===== config.mk =====
export PLATFORM = sky130hd
export DESIGN_NAME = mdll_bb_ctrl
export DESIGN_NICKNAME = d
export VERILOG_FILES = /design/src/rtl/mdll_bb_pkg.sv /design/src/rtl/mdll_bb_lock_det.sv /design/src/rtl/mdll_bb_ctrl.sv
export SDC_FILE = /design/constraint.sdc
export NUM_CORES = 1
export LEC_CHECK = 0
export CELL_PAD_IN_SITES_DETAIL_PLACEMENT = 2
export CELL_PAD_IN_SITES_GLOBAL_PLACEMENT = 2
export CORE_AREA = 5 5 75 77
export DETAILED_ROUTE_END_ITERATION = 16
export DIE_AREA = 0 0 80 82
export PLACE_DENSITY_LB_ADDON = 0.1
export SLEW_MARGIN = 10
export SYNTH_ARGS = -nofsm -noshare
export SYNTH_HDL_FRONTEND = slang
export SYNTH_HIERARCHICAL = 1
export SYNTH_SLANG_ARGS = --single-unit

===== constraint.sdc =====
create_clock -name clk_ref -period 8.85 [get_ports clk_ref]
set_clock_uncertainty 0.05 [all_clocks]
set_input_delay 0.885 -clock clk_ref [delete_from_list [all_inputs] [get_ports clk_ref]]
set_output_delay 0.885 -clock clk_ref [all_outputs]
set_load 0.03 [all_outputs]

===== src/rtl/mdll_bb_pkg.sv =====
// Shared types and default constants for the MDLL bang-bang loop controller.
// Optional lock detector is enabled with `define MDLL_BB_LOCK_DET_EN.
package mdll_bb_pkg;

  typedef enum logic [1:0] {
    BB_IDLE   = 2'd0,
    BB_COARSE = 2'd1,
    BB_TRACK  = 2'd2,
    BB_LOCKED = 2'd3
  } bb_state_e;

  // Plain constants for the state register, kept bit-compatible with bb_state_e.
  localparam logic [1:0] ST_IDLE   = BB_IDLE;
  localparam logic [1:0] ST_COARSE = BB_COARSE;
  localparam logic [1:0] ST_TRACK  = BB_TRACK;
  localparam logic [1:0] ST_LOCKED = BB_LOCKED;

  localparam int N_CTL_DEF      = 8;
  localparam int N_ACC_DEF      = 6;
  localparam int ACC_TH_DEF     = 4;
  localparam int LOCK_CNT_DEF   = 16;
  localparam int UNLOCK_RUN_DEF = 4;

endpackage


===== src/rtl/mdll_bb_lock_det.sv =====
// Lock / unlock detector for the MDLL bang-bang loop.
// Counts toggling decisions in TRACK and identical-decision runs in LOCKED.
// Only instantiated when MDLL_BB_LOCK_DET_EN is defined.
module mdll_bb_lock_det
  import mdll_bb_pkg::*;
#(
  parameter int LOCK_CNT   = LOCK_CNT_DEF,
  parameter int UNLOCK_RUN = UNLOCK_RUN_DEF
) (
  input  logic       clk_ref,
  input  logic       rst,
  input  logic       dec_valid,
  input  logic       dec_bit,
  input  logic [1:0] state,
  output logic       lock_set,
  output logic       lock_clr
);

  localparam int LW = $clog2(LOCK_CNT + 1);
  localparam int RW = $clog2(UNLOCK_RUN + 1);

  logic [LW-1:0] lock_cnt_q, lock_cnt_d;
  logic [RW-1:0] run_cnt_q, run_cnt_d;
  logic          prev_bit_q, prev_bit_d;
  logic          prev_vld_q, prev_vld_d;
  logic          active, toggle;

  assign active = (state == ST_TRACK) || (state == ST_LOCKED);
  // The first decision after COARSE has no predecessor and never toggles.
  assign toggle = prev_vld_q && (dec_bit != prev_bit_q);

  // Next-state for counters and previous-decision register; pulse generation.
  always_comb begin
    lock_cnt_d = lock_cnt_q;
    run_cnt_d  = run_cnt_q;
    prev_bit_d = prev_bit_q;
    prev_vld_d = prev_vld_q;
    lock_set   = 1'b0;
    lock_clr   = 1'b0;
    if (!active) begin
      lock_cnt_d = '0;
      run_cnt_d  = '0;
      prev_vld_d = 1'b0;
    end else if (dec_valid) begin
      prev_bit_d = dec_bit;
      prev_vld_d = 1'b1;
      if (state == ST_TRACK) begin
        if (!toggle) begin
          lock_cnt_d = '0;
        end else if (lock_cnt_q == LW'(LOCK_CNT - 1)) begin
          lock_set   = 1'b1;
          lock_cnt_d = '0;
          // The locking decision starts a run of length one.
          run_cnt_d  = RW'(1);
        end else begin
          lock_cnt_d = lock_cnt_q + LW'(1);
        end
      end else begin
        // Run counter holds the length of the current run of identical decisions.
        run_cnt_d = toggle ? RW'(1) : run_cnt_q + RW'(1);
        if (run_cnt_d == RW'(UNLOCK_RUN)) begin
          lock_clr   = 1'b1;
          run_cnt_d  = '0;
          lock_cnt_d = '0;
        end
      end
    end
  end

  // Counter and history registers.
  always_ff @(posedge clk_ref or posedge rst) begin
    if (rst) begin
      lock_cnt_q <= '0;
      run_cnt_q  <= '0;
      prev_bit_q <= 1'b0;
      prev_vld_q <= 1'b0;
    end else begin
      lock_cnt_q <= lock_cnt_d;
      run_cnt_q  <= run_cnt_d;
      prev_bit_q <= prev_bit_d;
      prev_vld_q <= prev_vld_d;
    end
  end

endmodule


===== src/rtl/mdll_bb_ctrl.sv =====
// MDLL bang-bang loop controller: SAR coarse search of the DCO code followed by
// integral bang-bang tracking. Lock detection is present only when
// MDLL_BB_LOCK_DET_EN is defined; otherwise locked stays 0 and LOCKED is unused.
module mdll_bb_ctrl
  import mdll_bb_pkg::*;
#(
  parameter int N_CTL      = N_CTL_DEF,
  parameter int N_ACC      = N_ACC_DEF,
  parameter int ACC_TH     = ACC_TH_DEF,
  parameter int LOCK_CNT   = LOCK_CNT_DEF,
  parameter int UNLOCK_RUN = UNLOCK_RUN_DEF
) (
  input  logic             clk_ref,
  input  logic             rst,
  input  logic             en,
  input  logic             bb_in,
  input  logic             bb_valid,
  output logic [N_CTL-1:0] ctl_code,
  output logic             locked,
  output logic [1:0]       state
);

  localparam int IDX_W = (N_CTL > 1) ? $clog2(N_CTL) : 1;
  localparam logic [N_CTL-1:0] MID = {1'b1, {(N_CTL-1){1'b0}}};

  logic [1:0]              state_q, state_d;
  logic [N_CTL-1:0]        code_q, code_d;
  logic signed [N_ACC-1:0] acc_q, acc_d, acc_sum;
  logic [IDX_W-1:0]        idx_q, idx_d;
  logic                    locked_q, locked_d;
  logic                    lock_set, lock_clr;

`ifdef MDLL_BB_LOCK_DET_EN
  logic dec_valid;
  assign dec_valid = bb_valid && en && (state_q != ST_IDLE);

  mdll_bb_lock_det #(
    .LOCK_CNT  (LOCK_CNT),
    .UNLOCK_RUN(UNLOCK_RUN)
  ) u_lock_det (
    .clk_ref  (clk_ref),
    .rst      (rst),
    .dec_valid(dec_valid),
    .dec_bit  (bb_in),
    .state    (state_q),
    .lock_set (lock_set),
    .lock_clr (lock_clr)
  );
`else
  assign lock_set = 1'b0;
  assign lock_clr = 1'b0;
`endif

  // FSM, SAR search and tracking accumulator next-state.
  always_comb begin
    state_d  = state_q;
    code_d   = code_q;
    acc_d    = acc_q;
    idx_d    = idx_q;
    locked_d = locked_q;
    acc_sum  = bb_in ? acc_q + N_ACC'(1) : acc_q - N_ACC'(1);
    if (state_q == ST_IDLE) begin
      if (en) begin
        state_d = ST_COARSE;
        code_d  = MID;
        idx_d   = IDX_W'(N_CTL - 1);
      end
    end else if (!en) begin
      // Drop out of the loop but leave the DCO where it was.
      state_d  = ST_IDLE;
      locked_d = 1'b0;
      acc_d    = '0;
      idx_d    = IDX_W'(N_CTL - 1);
    end else if (bb_valid) begin
      if (state_q == ST_COARSE) begin
        if (!bb_in) code_d[idx_q] = 1'b0;
        if (idx_q != '0) begin
          code_d[idx_q - IDX_W'(1)] = 1'b1;
          idx_d = idx_q - IDX_W'(1);
        end else begin
          state_d = ST_TRACK;
          acc_d   = '0;
        end
      end else begin
        if (int'(acc_sum) >= ACC_TH) begin
          acc_d = '0;
          if (code_q != '1) code_d = code_q + N_CTL'(1);
        end else if (int'(acc_sum) <= -ACC_TH) begin
          acc_d = '0;
          if (code_q != '0) code_d = code_q - N_CTL'(1);
        end else begin
          acc_d = acc_sum;
        end
        if (state_q == ST_TRACK && lock_set) begin
          state_d  = ST_LOCKED;
          locked_d = 1'b1;
        end else if (state_q == ST_LOCKED && lock_clr) begin
          state_d  = ST_TRACK;
          locked_d = 1'b0;
        end
      end
    end
  end

  // Controller state registers.
  always_ff @(posedge clk_ref or posedge rst) begin
    if (rst) begin
      state_q  <= ST_IDLE;
      code_q   <= MID;
      acc_q    <= '0;
      idx_q    <= IDX_W'(N_CTL - 1);
      locked_q <= 1'b0;
    end else begin
      state_q  <= state_d;
      code_q   <= code_d;
      acc_q    <= acc_d;
      idx_q    <= idx_d;
      locked_q <= locked_d;
    end
  end

  assign ctl_code = code_q;
  assign locked   = locked_q;
  assign state    = state_q;

endmodule

# Word-level counts from Yosys, hierarchy flattened
# Cells that the tools add are included.
[totals]
out_inout_bits = 11
regBits = 19
in_bits = 5
[classes]
n_eq_ne = 10
n_reduce_logical = 12
bitwise_logic = 4
order_cmp = 6
add_sub_neg = 5
muxes = 38
[ops]
columns = ["op", "count"]
rows = [
  ["two-way mux 8 bit", 15],
  ["two-way mux 6 bit", 7],
  ["two-way mux 3 bit", 6],
  ["two-way mux 2 bit", 6],
  ["inequality test 3 x 1 -> 1 bit, second input constant", 3],
  ["adder 8 x 1 -> 8 bit, second input constant", 1],
  ["bitwise AND 8 bit", 1],
  ["< comparator 3 x 4 -> 1 bit, second input constant", 2],
  ["inequality test 8 bit, second input constant", 1],
  ["inverter 8 bit", 1],
  ["bitwise OR 8 bit", 1],
  ["AND reduction 4 bit", 2],
  ["nonzero test 4 bit", 2],
  ["nonzero test 8 bit", 1],
  ["subtractor 8 x 1 -> 8 bit, second input constant", 1],
  ["adder 6 x 2 -> 6 bit, second input constant", 1],
  ["demux 1 bit (select 3 bit)", 2],
  [">= comparator 3 x 1 -> 1 bit, second input constant", 2],
  [">= comparator 6 x 4 -> 1 bit, second input constant", 1],
  ["<= comparator 6 x 3 -> 1 bit, second input constant", 1],
  ["inequality test 3 bit, second input constant", 2],
  ["subtractor 6 x 2 -> 6 bit, second input constant", 1],
  ["AND reduction 5 bit", 1],
  ["inequality test 4 x 3 -> 1 bit, second input constant", 1],
  ["other kinds (11)", 13],
]

# Logic depth before layout (Yosys ltp)
# Gate-level depths: netlist of the first run.
[logic_depth]
depth_word = 17
mapped_depth = 16

# Least setup slack after synthesis of the first run
# OpenSTA, ideal clock, no wires.
[synth_timing]
path_kind = "in2reg"
startpoint = "input port bb_in"
endpoint = "register code_q[6], in the netlist ctl_code[6]"
arrival_ns = 3.728
required_time_ns = 8.675
path_buffers = 0
setup_slack_ns = 4.946
setup_ns = 0.125
cell_stages = 16
cell_sequence = "inv_1 > ha_1 > a211oi_2 > nor2_1 > xor2_1 > nor3_1 > nand2b_1 > inv_2 > fa_1 > nor2b_1 > o21ai_0 > a21boi_0 > o21a_1 > o21a_1 > o31ai_1 > mux2_4"
[synth_via]
elab_chain_cells = 11
elab_cells_between_ends = 19
[synth_rtl]
columns = ["element", "line", "text"]
rows = [
  ["from (decl)", "mdll_bb_ctrl.sv:16", "input logic bb_in,"],
  ["two-way mux 8 bit", "mdll_bb_ctrl.sv:76", "if (!bb_in) code_d[idx_q] = 1'b0;"],
  ["two-way mux 8 bit", "mdll_bb_ctrl.sv:75", "if (state_q == ST_COARSE) begin"],
  ["two-way mux 8 bit", "mdll_bb_ctrl.sv:74", "end else if (bb_valid) begin"],
  ["two-way mux 8 bit", "mdll_bb_ctrl.sv:68", "end else if (!en) begin"],
  ["two-way mux 8 bit", "mdll_bb_ctrl.sv:62", "if (state_q == ST_IDLE) begin"],
  ["bitwise OR 8 bit (no source line)", "n/a", ""],
  ["two-way mux 8 bit", "mdll_bb_ctrl.sv:77", "if (idx_q != '0) begin"],
  ["two-way mux 8 bit", "mdll_bb_ctrl.sv:75", ""],
  ["two-way mux 8 bit", "mdll_bb_ctrl.sv:74", ""],
  ["two-way mux 8 bit", "mdll_bb_ctrl.sv:68", ""],
  ["two-way mux 8 bit", "mdll_bb_ctrl.sv:62", ""],
  ["to (signal assigned)", "mdll_bb_ctrl.sv:115", "code_q <= code_d;"],
  ["to (decl)", "mdll_bb_ctrl.sv:27", "logic [N_CTL-1:0] code_q, code_d;"],
]
# Several ways; a longest one is shown, not always the timed one. The select of a mux whose other input is x is not followed.
# A chain may end at the register's enable or synchronous reset.

# Final worst setup path of the first run
[layout_timing]
startpoint = "input port bb_in"
endpoint = "register code_q[7], in the netlist ctl_code[7]"
# The elaborated chain is that of the path after synthesis.

==> reports/metrics.yaml, run 1 <==
status:
  status: "finished clean"
floorplan:
  standard_cell_row_count: 26
  die-height_um: 82
  die-area_um2: 6560
  die-width_um: 80
  design.core.area_um2: 4945
  start_util_pct: 35.73
  io_pins: 16
clocking:
  cts_tree: "done"
  clk_root_buffer_cell: "clkbuf_8"
  clkTransAtPathRegs_ps: 90
  ctsHoldBuffers: 0
  cts_inserted_buffers: 3
  cts_max_level: 1
  clock_latency_ps: 270
  count_of_buffers_added_by_post_cts_timing_repair_for_setup: 0
  clk_path_buf_depth: 2
  clock-sinks: 19
  cts.repair.resized: 0
synth:
  synth_seq_area_share_pct: 27.20
  synthesis.instances: 210
  dominant_combinational_cell_family_by_area_after_synthesis: "compound AO/OA/AOI/OAI gates"
  post_synth_mux_area_share_pct: 5.666
  ys_warn_count: 6
  yosys.area_share.simple_pct: 18.34
  post_synth_fa_ha_maj_area_fraction_pct: 11.47
  yosysTopAreaCell: "dfrtp_1"
  proportion_of_netlist_area_held_by_the_largest_area_contributor_pct: 21.25
  mean_area_per_synthesized_cell_um2: 8.413
  synth_compound_gate_area_share_pct: 26.77
  synth_async_reset_ratio_pct: 100.0
  synth_enable_flop_cells: 0
  synth_top_cells_by_area: "dfrtp_1 (21%), ha_1 (9.2%), dfstp_2 (5.9%), a21oi_1 (4.8%), inv_1 (4.0%)"
  ys_ff_latch: 19
  synth_xor_xnor_area_share_pct: 3.966
  synth_top_flop_cell: "dfrtp_1"
  ys_types: 55
  post_synth_instance_area_um2: 1767
  synth_fp_nets: 230
worst_setup_path:
  timing.rr.start: "acc_q[0]"
  depth_of_the_most_critical_reg_to_reg_path: 14
  setup.worst_path.start_class: "input port"
  end_kind: "flop"
  reg2reg_setup_slack_ps: 4950
  critical_path.max_fanout: 7
  critPathRequiredTime_ps: 8980
  r2r-end: "ctl_code[7]"
  critPathArrivalTime_ps: 4970
  critPathKind: "in -> reg"
run:
  drv.max_cap_violation_count: 0
sta:
  rsz0062_at_grt: "no"
  report.final.hold_viol_count: 0
  fin_crit_ps: 4838
  fin_tns_setup_ps: 0
  setup_viol_count_final: 0
  fmax_ghz: 0.2067
  fin_crit_sh_pct: 54.67
  slew_viol_final: 0
  max_slew.worst_pin.slew_ps: 790.1
  worst_slew_margin_rel_pct: 47.27
place:
  port-buffer-count: 14
  postPlaceCellArea_um2: 1957
  dp_hpwl_um: 4491
  placedCellCount: 287
  finalWeightedCongestion: 0.8238
cells_and_area:
  post_layout_nonfiller_instances: 291
  diode_insertion_count_for_antenna_repair: 0
  area_of_the_multi_input_gates_um2: 1174
  drive_above_1_share_pct: 8.145
  fillers: 568
  design_area_um2: 2006
  register_area_um2: 480.5
  syn_to_final_growth_pct: 13.53
  finish.net_count: 242
global_routing:
  first_global_vias: 1830
  grt_overflow: 0
  grtUsageTotal_pct: 18.67
  first_pass_grt_wire_length_um: 9459
  grt_start_max_net_pins: 20
  initial_antenna_violation_count: 0
route:
  dr_total_vias: 1664
  drt.antenna.violating_nets: 0
  routed_wire_length_per_instance_um: 19.33
  drt_pre_antenna_iters: 4
  vias_per_cell: 5.718
  drc: 0
  wl_um: 5625
  dr.first_iter.drc_count: 55
worst_hold_path:
  timing.hold.worst.class: "reg -> reg"
  hold_crit_start: "acc_q[4]"
  hold_depth: 1
  min_delay_worst_endpoint: "acc_q[4]"
power_and_ir_drop:
  vdd_ir_drop_max_uv: 58.11
  power_density_nw_per_um2: 148.7
  static_power_due_to_leakage_nw: 0.8618
-- routing by layer --
metal  routed length, um  global-route usage (%)  vias up
met5                   0                       0        -
met4                  60                   5.068        0
met3                 108                   1.645        7
met2                2785                   33.53       17
met1                2671                   23.92      856
li1                    -                       -      784
-- cell families after synthesis --
group / count (synthesis)
compound gates: 68
buf+inv: 27
mux: 8
simple gates: 64
xor+xnor: 8
fa+ha+maj: 15
other cells: 1
flops: 19
-- cell usage in the layout, fill, tap and decap left out, types with 2 or more instances in the layout --
cell / count
clkdlybuf4s50_1: 14
a31oi_1: 3
ha_1: 13
dfstp_2: 4
o21a_1: 3
a22oi_1: 2
fa_1: 2
o21ai_0: 9
o31ai_1: 2
nand3_1: 5
clkbuf_8: 3
mux2_4: 3
xor2_1: 4
nand4_1: 3
o32a_1: 2
o41ai_1: 2
a22o_1: 3
nand2b_1: 3
mux2i_1: 3
a21o_1: 4
dfrtp_1: 15
o22a_1: 2
o22ai_1: 3
inv_1: 19
or4_1: 2
a21oi_1: 17
nand2_1: 13
nor2b_1: 5
a21boi_0: 2
nor3b_1: 3
nor3_1: 5
xnor2_1: 4
o211ai_1: 2
nor2_1: 19
a211oi_1: 3
-- final cells by class --
| cell class | count | share of cell area, % |
|---|---|---|
| sequential | 19 | 23.96 |
| inverter | 20 | 3.743 |
| timing repair buffer | 14 | 6.987 |
| multi-input combinational | 164 | 58.52 |
| clock inverter | 1 | 0.3743 |
| clock buffer | 3 | 2.059 |
| tap | 70 | 4.367 |
-- per-stage QoR --
| stage | worst slack (ps) | utilization, % | hold slack, ps | total power (W) |
|---|---|---|---|---|
| global route | 3677 | 40.56 | 493.6 | 0.0003158 |
| finish | 4012 | 40.56 | 481.5 | 0.0002981 |
| floorplan | 4946 | - | 420.4 | 0.0001920 |
| CTS | 3967 | 40.56 | 482.0 | 0.0002997 |
| detailed placement | 3687 | 39.57 | 462.2 | 0.0002330 |
| global placement | 3988 | 39.57 | 451.5 | 0.0002259 |
-- sequential cells by signal, summed over array words and instances, names as in the netlist --
register / flops
state: 2
acc_q: 6
idx_q: 3
ctl_code: 8
-- worst max-delay path, cell delays in order --
cell and delay [ps]:
clkdlybuf4s50_1 600, inv_1 190, ha_1 370, a211oi_2 320, nor2_1 110, xor2_1 340, nor3_1 120, nand2b_1 300
ha_1 340, a21oi_1 160, o211ai_1 150, o41ai_1 430, xor2_1 170, a21o_1 230, a221oi_2 240
-- synthesized netlist by cell type (2+ instances only) --
cell type / number
a31oi_1: 3
nand3_1: 5
o32a_1: 2
nor3_1: 5
fa_1: 2
nor2b_1: 5
nand4_1: 3
ha_1: 13
xor2_1: 4
a22oi_1: 2
xnor2_1: 4
o41ai_1: 2
o31ai_1: 2
a21boi_0: 2
a21o_1: 4
o21a_1: 3
nor3b_1: 3
inv_1: 19
a211oi_1: 3
nor2_1: 19
mux2_4: 3
mux2i_1: 3
clkbuf_1: 5
o22a_1: 2
dfstp_2: 4
a21oi_1: 17
o21ai_0: 9
o22ai_1: 3
a22o_1: 3
o211ai_1: 2
dfrtp_1: 15
nand2b_1: 3
or4_1: 2
nand2_1: 13
-- power by group --
group | internal (W) | switching [W]
registers | 0.0000942 | 0.0000158
clock network | 0.0000319 | 0.0000353
logic | 0.0000522 | 0.0000687
total | 0.000178 | 0.000120
-- how the worst max path moves through the flow --
| stage | start | end | slack [ps] |
|---|---|---|---|
| CTS | bb_in | ctl_code[7] | 3970 |
| global route | bb_in | ctl_code[7] | 3680 |
| floorplan | bb_in | ctl_code[6] | 4950 |
| detailed placement | bb_in | ctl_code[7] | 3690 |
| global placement | bb_in | ctl_code[7] | 3990 |
| finish | bb_in | ctl_code[7] | 4010 |
Power figures use the tool's default switching activity.
==> run 2: changes to the inputs <==
Settings changed: CORE_AREA 5 5 75 77 to 5 5 78 80, DIE_AREA 0 0 80 82 to 0 0 83 85.
Clock period 8.85 ns to 4.9 ns, I/O delays scaled along.
==> reports/metrics.yaml, run 2 (same netlist as run 1, synthesis figures left out) <==
route:
  dr_total_vias: 1629
  drt_pre_antenna_iters: 4
  drc: 0
  vias_per_cell: 5.560
  drt.antenna.violating_nets: 0
  routed_wire_length_per_instance_um: 18.58
  dr.first_iter.drc_count: 65
  wl_um: 5443
power_and_ir_drop:
  clock_power_share_pct: 22.4
  p_comb_share_pct: 40.6
  vdd_ir_drop_max_uv: 92.00
  power.switching_fraction_pct: 39.82
  seqPwrFrac_pct: 37.0
  power_density_nw_per_um2: 266.3
  design_power_total_w: 0.0005348
  p_sw_w: 0.0002130
  cell_internal_pwr_w: 0.0003218
  static_power_due_to_leakage_nw: 0.8618
floorplan:
  die-width_um: 83
  standard_cell_row_count: 27
  die-height_um: 85
  die-area_um2: 7055
  design.core.area_um2: 5338
  io_pins: 16
  start_util_pct: 33.10
worst_setup_path:
  critical_path.max_stage_delay_ps: 580
  critical_path.max_fanout: 7
  critPathSlowestCell: "clkdlybuf4s50_1"
  critPathRequiredTime_ps: 5000
  critical_path_buf_inv_count: 2
  reg2reg_setup_slack_ps: 810
  setup.worst_path.start_class: "input port"
  critPathKind: "in -> reg"
  timing.critical_path.max_delay_family: "compound AO/OA/AOI/OAI gates"
  critPathArrivalTime_ps: 4620
  end_kind: "flop"
  depth_of_the_most_critical_reg_to_reg_path: 15
  crit_chain: "clkdlybuf4s50_1 -> inv_1 -> ha_1 -> a211oi_2 -> nor2_1 -> xor2_1 -> nor3_1 -> nand2b_1 -> ha_1 -> nor2b_1 -> o21ai_0 -> a21boi_0 -> o21a_1 -> nor3_1 -> o31ai_1 -> mux2_4"
  r2r-end: "ctl_code[6]"
  timing.rr.start: "acc_q[0]"
global_routing:
  grtUsageMet3_pct: 1.942
  initial_antenna_violation_count: 0
  grt_overflow: 0
  first_global_vias: 1849
  grt_start_max_net_pins: 20
  first_pass_grt_wire_length_um: 9666
  grt_util_met2_pct: 27.84
  grt.met1_usage_pct: 22.54
  grt_most_used_layer: "met2"
  grtUsageTotal_pct: 16.81
sta:
  rsz0062_at_grt: "no"
  fin_crit_sh_pct: 92.13
  fmax_ghz: 0.2215
  max_slew.worst_pin.slew_ps: 802.0
  slew_viol_final: 0
  fin_crit_ps: 4514
  setup_viol_count_final: 0
  report.final.hold_viol_count: 0
  finalWorstSetupSlack_ps: 385.8
  worst_slew_margin_rel_pct: 46.47
  fin_tns_setup_ps: 0
worst_hold_path:
  hold_crit_start: "acc_q[5]"
  min_delay_worst_endpoint: "acc_q[5]"
  hold_depth: 2
  timing.hold.worst.class: "reg -> reg"
cells_and_area:
  largest_register_ff_count: 8
  syn_to_final_growth_pct: 13.67
  mostFrequentLayoutCells: "inv_1 (19), nor2_1 (19), a21oi_1 (17)"
  drive_above_1_share_pct: 8.145
  diode_insertion_count_for_antenna_repair: 0
  finish.net_count: 242
clocking:
  clk_root_buffer_cell: "clkbuf_8"
  cts_inserted_buffers: 3
  cts.repair.resized: 0
  count_of_buffers_added_by_post_cts_timing_repair_for_setup: 0
  cts_max_level: 1
  clock_latency_ps: 270
  clock-sinks: 19
  clk_path_buf_depth: 2
  ctsHoldBuffers: 0
  clkTransAtPathRegs_ps: 80
  cts_tree: "done"
place:
  port-buffer-count: 14
  dp_hpwl_um: 4359
  finalWeightedCongestion: 0.8649
  place_worst_setup_slack_ps: 125.7
run:
  drv.max_cap_violation_count: 0
status:
  status: "finished clean"
==> run 2: cell counts in the layout (fill, tap and decap cells not counted) <==
No cell type changed its count.
==> run 2: how the worst max path moves through the flow <==
stage	slack (ps)	from	endpoint	cells past startpoint
3_5_place_dp	130	bb_in	ctl_code[6]	16
2_1_floorplan	1390	bb_in	ctl_code[6]	16
6_report	390	bb_in	ctl_code[6]	16
4_1_cts	400	bb_in	ctl_code[6]	16
5_1_grt	30	bb_in	ctl_code[6]	17
3_3_place_gp	280	bb_in	ctl_code[6]	17
==> run 2: per-stage QoR <==
stage	cell area [um2]	hold slack (ps)	util, %	cells
floorplan	1767	388.2	-	210
finish	2008	471.3	37.62	293
global placement	1959	453.8	36.71	289
CTS	2008	474.5	37.62	293
global route	2008	488.3	37.62	293
detailed placement	1959	452.1	36.71	289
==> run 2: metal layers <==
layer,wire [um],part of all wire [%]
met1,2694,49
met2,2565,47
met3,74,1.4
met4,108,2.0
met5,0,0
==> run 2: cell type report <==
class / instances / area, um2
flip-flops and latches: 19 / 480.5
clock inverters: 1 / 7.507
fillers: 639 / 3329
multi-input cells: 164 / 1174
well taps: 72 / 90.09
repair buffers: 14 / 140.1
clock buffers: 3 / 41.29
inverters: 20 / 75.07
==> run 2: tightest hold or removal path, stage by stage, from the launching register on <==
cell,delay (ps)
dfrtp_1,370
nand2_1,50
o21ai_0,60
==> run 2: power by group through the flow <==
stage	sequential [W]	combinational (W)	clock (W)
6_report	0.000198	0.000217	0.000120
5_1_grt	0.000203	0.000240	0.000131
4_1_cts	0.000199	0.000219	0.000125
3_5_place_dp	0.000202	0.000217	0
3_3_place_gp	0.000201	0.000209	0
2_1_floorplan	0.000210	0.000137	0
==> run 3: changes to the inputs <==
--- a/config.mk
+++ b/config.mk
@@ -17,2 +17,3 @@
 export SYNTH_HIERARCHICAL = 1
 export SYNTH_SLANG_ARGS = --single-unit
+export TNS_END_PERCENT = 30
==> constraint.sdc (replaced) <==
create_clock -name clk_ref -period 4.9 [get_ports clk_ref]
set_clock_uncertainty 0.05 [all_clocks]
set_input_delay 1.47 -clock clk_ref [delete_from_list [all_inputs] [get_ports clk_ref]]
set_output_delay 1.47 -clock clk_ref [all_outputs]
set_load 0.03 [all_outputs]
==> reports/metrics.yaml, run 3 (same netlist as run 1, synthesis figures left out) <==
status:
  status: "finished clean"
cells_and_area:
  diode_insertion_count_for_antenna_repair: 0
  register_area_um2: 480.5
  largest_register_ff_count: 8
  finish.net_count: 268
  fillers: 611
  mostFrequentLayoutCell: "buf_4"
  syn_to_final_growth_pct: 29.75
  area_of_the_multi_input_gates_um2: 1260
  mostFrequentLayoutCells: "buf_4 (26), nor2_1 (19), inv_1 (18)"
  drive_above_1_share_pct: 23.08
worst_hold_path:
  min_delay_worst_endpoint: "acc_q[5]"
  hold_depth: 2
  hold_crit_start: "acc_q[5]"
  timing.hold.worst.class: "reg -> reg"
clocking:
  clkTransAtPathRegs_ps: 80
  clock-sinks: 19
  clk_path_buf_depth: 2
  cts_inserted_buffers: 3
  cts_max_level: 1
  clock_latency_ps: 260
  ctsHoldBuffers: 0
  clk_root_buffer_cell: "clkbuf_8"
  cts_tree: "done"
worst_setup_path:
  reg2reg_setup_slack_ps: 1470
  end_kind: "flop"
  timing.rr.start: "acc_q[0]"
  setup.worst_path.start_class: "input port"
  critPathKind: "in -> reg"
  depth_of_the_most_critical_reg_to_reg_path: 15
  crit_chain: "dlymetal6s2s_1 -> buf_4 -> fa_2 -> nand2b_1 -> a21oi_2 -> xor2_1 -> nor3_2 -> nand2b_4 -> ha_4 -> a21oi_2 -> o211ai_1 -> o41ai_2 -> buf_4 -> xor2_1 -> a21o_1 -> a221oi_2"
  r2r-end: "ctl_code[7]"
  critPathRequiredTime_ps: 5030
  critical_path.max_fanout: 6
  critical_path.max_stage_delay_ps: 390
  critPathArrivalTime_ps: 4570
  critPathSlowestCell: "fa_2"
sta:
  fin_tns_setup_ps: 0
  max_slew.worst_pin.slew_ps: 754.9
  fin_crit_ps: 4441
  setup_viol_count_final: 0
  fin_crit_sh_pct: 90.62
  worst_slew_margin_rel_pct: 49.62
  rsz0062_at_grt: "no"
  fmax_ghz: 0.2252
  report.final.hold_viol_count: 0
  slew_viol_final: 0
floorplan:
  design.core.area_um2: 5338
  start_util_pct: 33.10
  die-area_um2: 7055
  die-width_um: 83
  io_pins: 16
  die-height_um: 85
  standard_cell_row_count: 27
global_routing:
  grt_most_used_layer: "met2"
  first_global_vias: 1972
  grt_overflow: 0
  grt_start_max_net_pins: 20
  initial_antenna_violation_count: 0
  grt_util_met2_pct: 32.00
  grtUsageMet3_pct: 1.165
  grtUsageTotal_pct: 17.03
  grt.met1_usage_pct: 21.33
  first_pass_grt_wire_length_um: 9839
run:
  drv.max_cap_violation_count: 0
place:
  dp_hpwl_um: 4736
  finalWeightedCongestion: 0.8236
  port-buffer-count: 14
power_and_ir_drop:
  design_power_total_w: 0.0005930
  static_power_due_to_leakage_nw: 0.9997
  vdd_ir_drop_max_uv: 104.6
  power_density_nw_per_um2: 258.7
route:
  wl_um: 5984
  vias_per_cell: 5.445
  dr_total_vias: 1737
  drt.antenna.violating_nets: 0
  dr.first_iter.drc_count: 63
  drc: 0
  drt_pre_antenna_iters: 4
  routed_wire_length_per_instance_um: 18.76
-- run 3: per-stage QoR --
stage | setup WS [ps] | instances | util, % | hold slack [ps] | area (um2)
after global routing | 250.8 | 319 | 42.94 | 496.9 | 2292
after detailed placement | -417.3 | 314 | 40.23 | 456.0 | 2147
after CTS | 35.75 | 319 | 41.42 | 479.9 | 2211
after floorplan | 411.5 | 210 | - | 420.4 | 1767
after global placement | -176.1 | 314 | 40.23 | 442.1 | 2147
final | 459.4 | 319 | 42.94 | 480.7 | 2292
-- run 3: worst max-delay path by stage --
stage | from | endpoint | slack, ps | cells after the start
after global placement | bb_in | ctl_code[7] | -180 | 16
after floorplan | bb_in | ctl_code[6] | 410 | 16
after global routing | bb_in | ctl_code[7] | 250 | 16
after CTS | bb_in | ctl_code[7] | 40 | 16
final | bb_in | ctl_code[7] | 460 | 16
after detailed placement | bb_in | ctl_code[6] | -420 | 17
-- run 3: where the power goes --
group          switching (W)  internal [W]  total (W)
Combinational       0.000138      0.000137   0.000275
Sequential         0.0000325      0.000170   0.000203
Clock              0.0000579     0.0000574   0.000115
-- run 3: area by class of cell --
type | count | share of cell area (%)
multi-input combinational | 164 | 54.97
sequential | 19 | 20.96
timing repair buffer | 40 | 14.74
tap | 72 | 3.930
inverter | 20 | 3.275
clock buffer | 3 | 1.801
clock inverter | 1 | 0.3275
-- run 3: critical path: cells and delay by family --
family	cells	cell delay, ps
AOI/OAI and AO/OA	6	1170
and+or+nand+nor	3	650
adders and majority gates	2	610
buffers and inverters	3	470
xor gates and xnor gates	2	180
-- run 3: what timing repair did --
item | in CTS | in global routing
pin swaps | 1 | 7
gates resized for setup | 3 | 15
endpoints found under the setup margin | 2 | 2
buffers inserted | 1 | 0
gates cloned | 0 | 0
-- run 3: routing by layer --
layer,part of all wire [%],up-vias
met2,51,9
met3,0.53,4
met1,47,885
met5,0,-
met4,0.60,0
li1,-,839
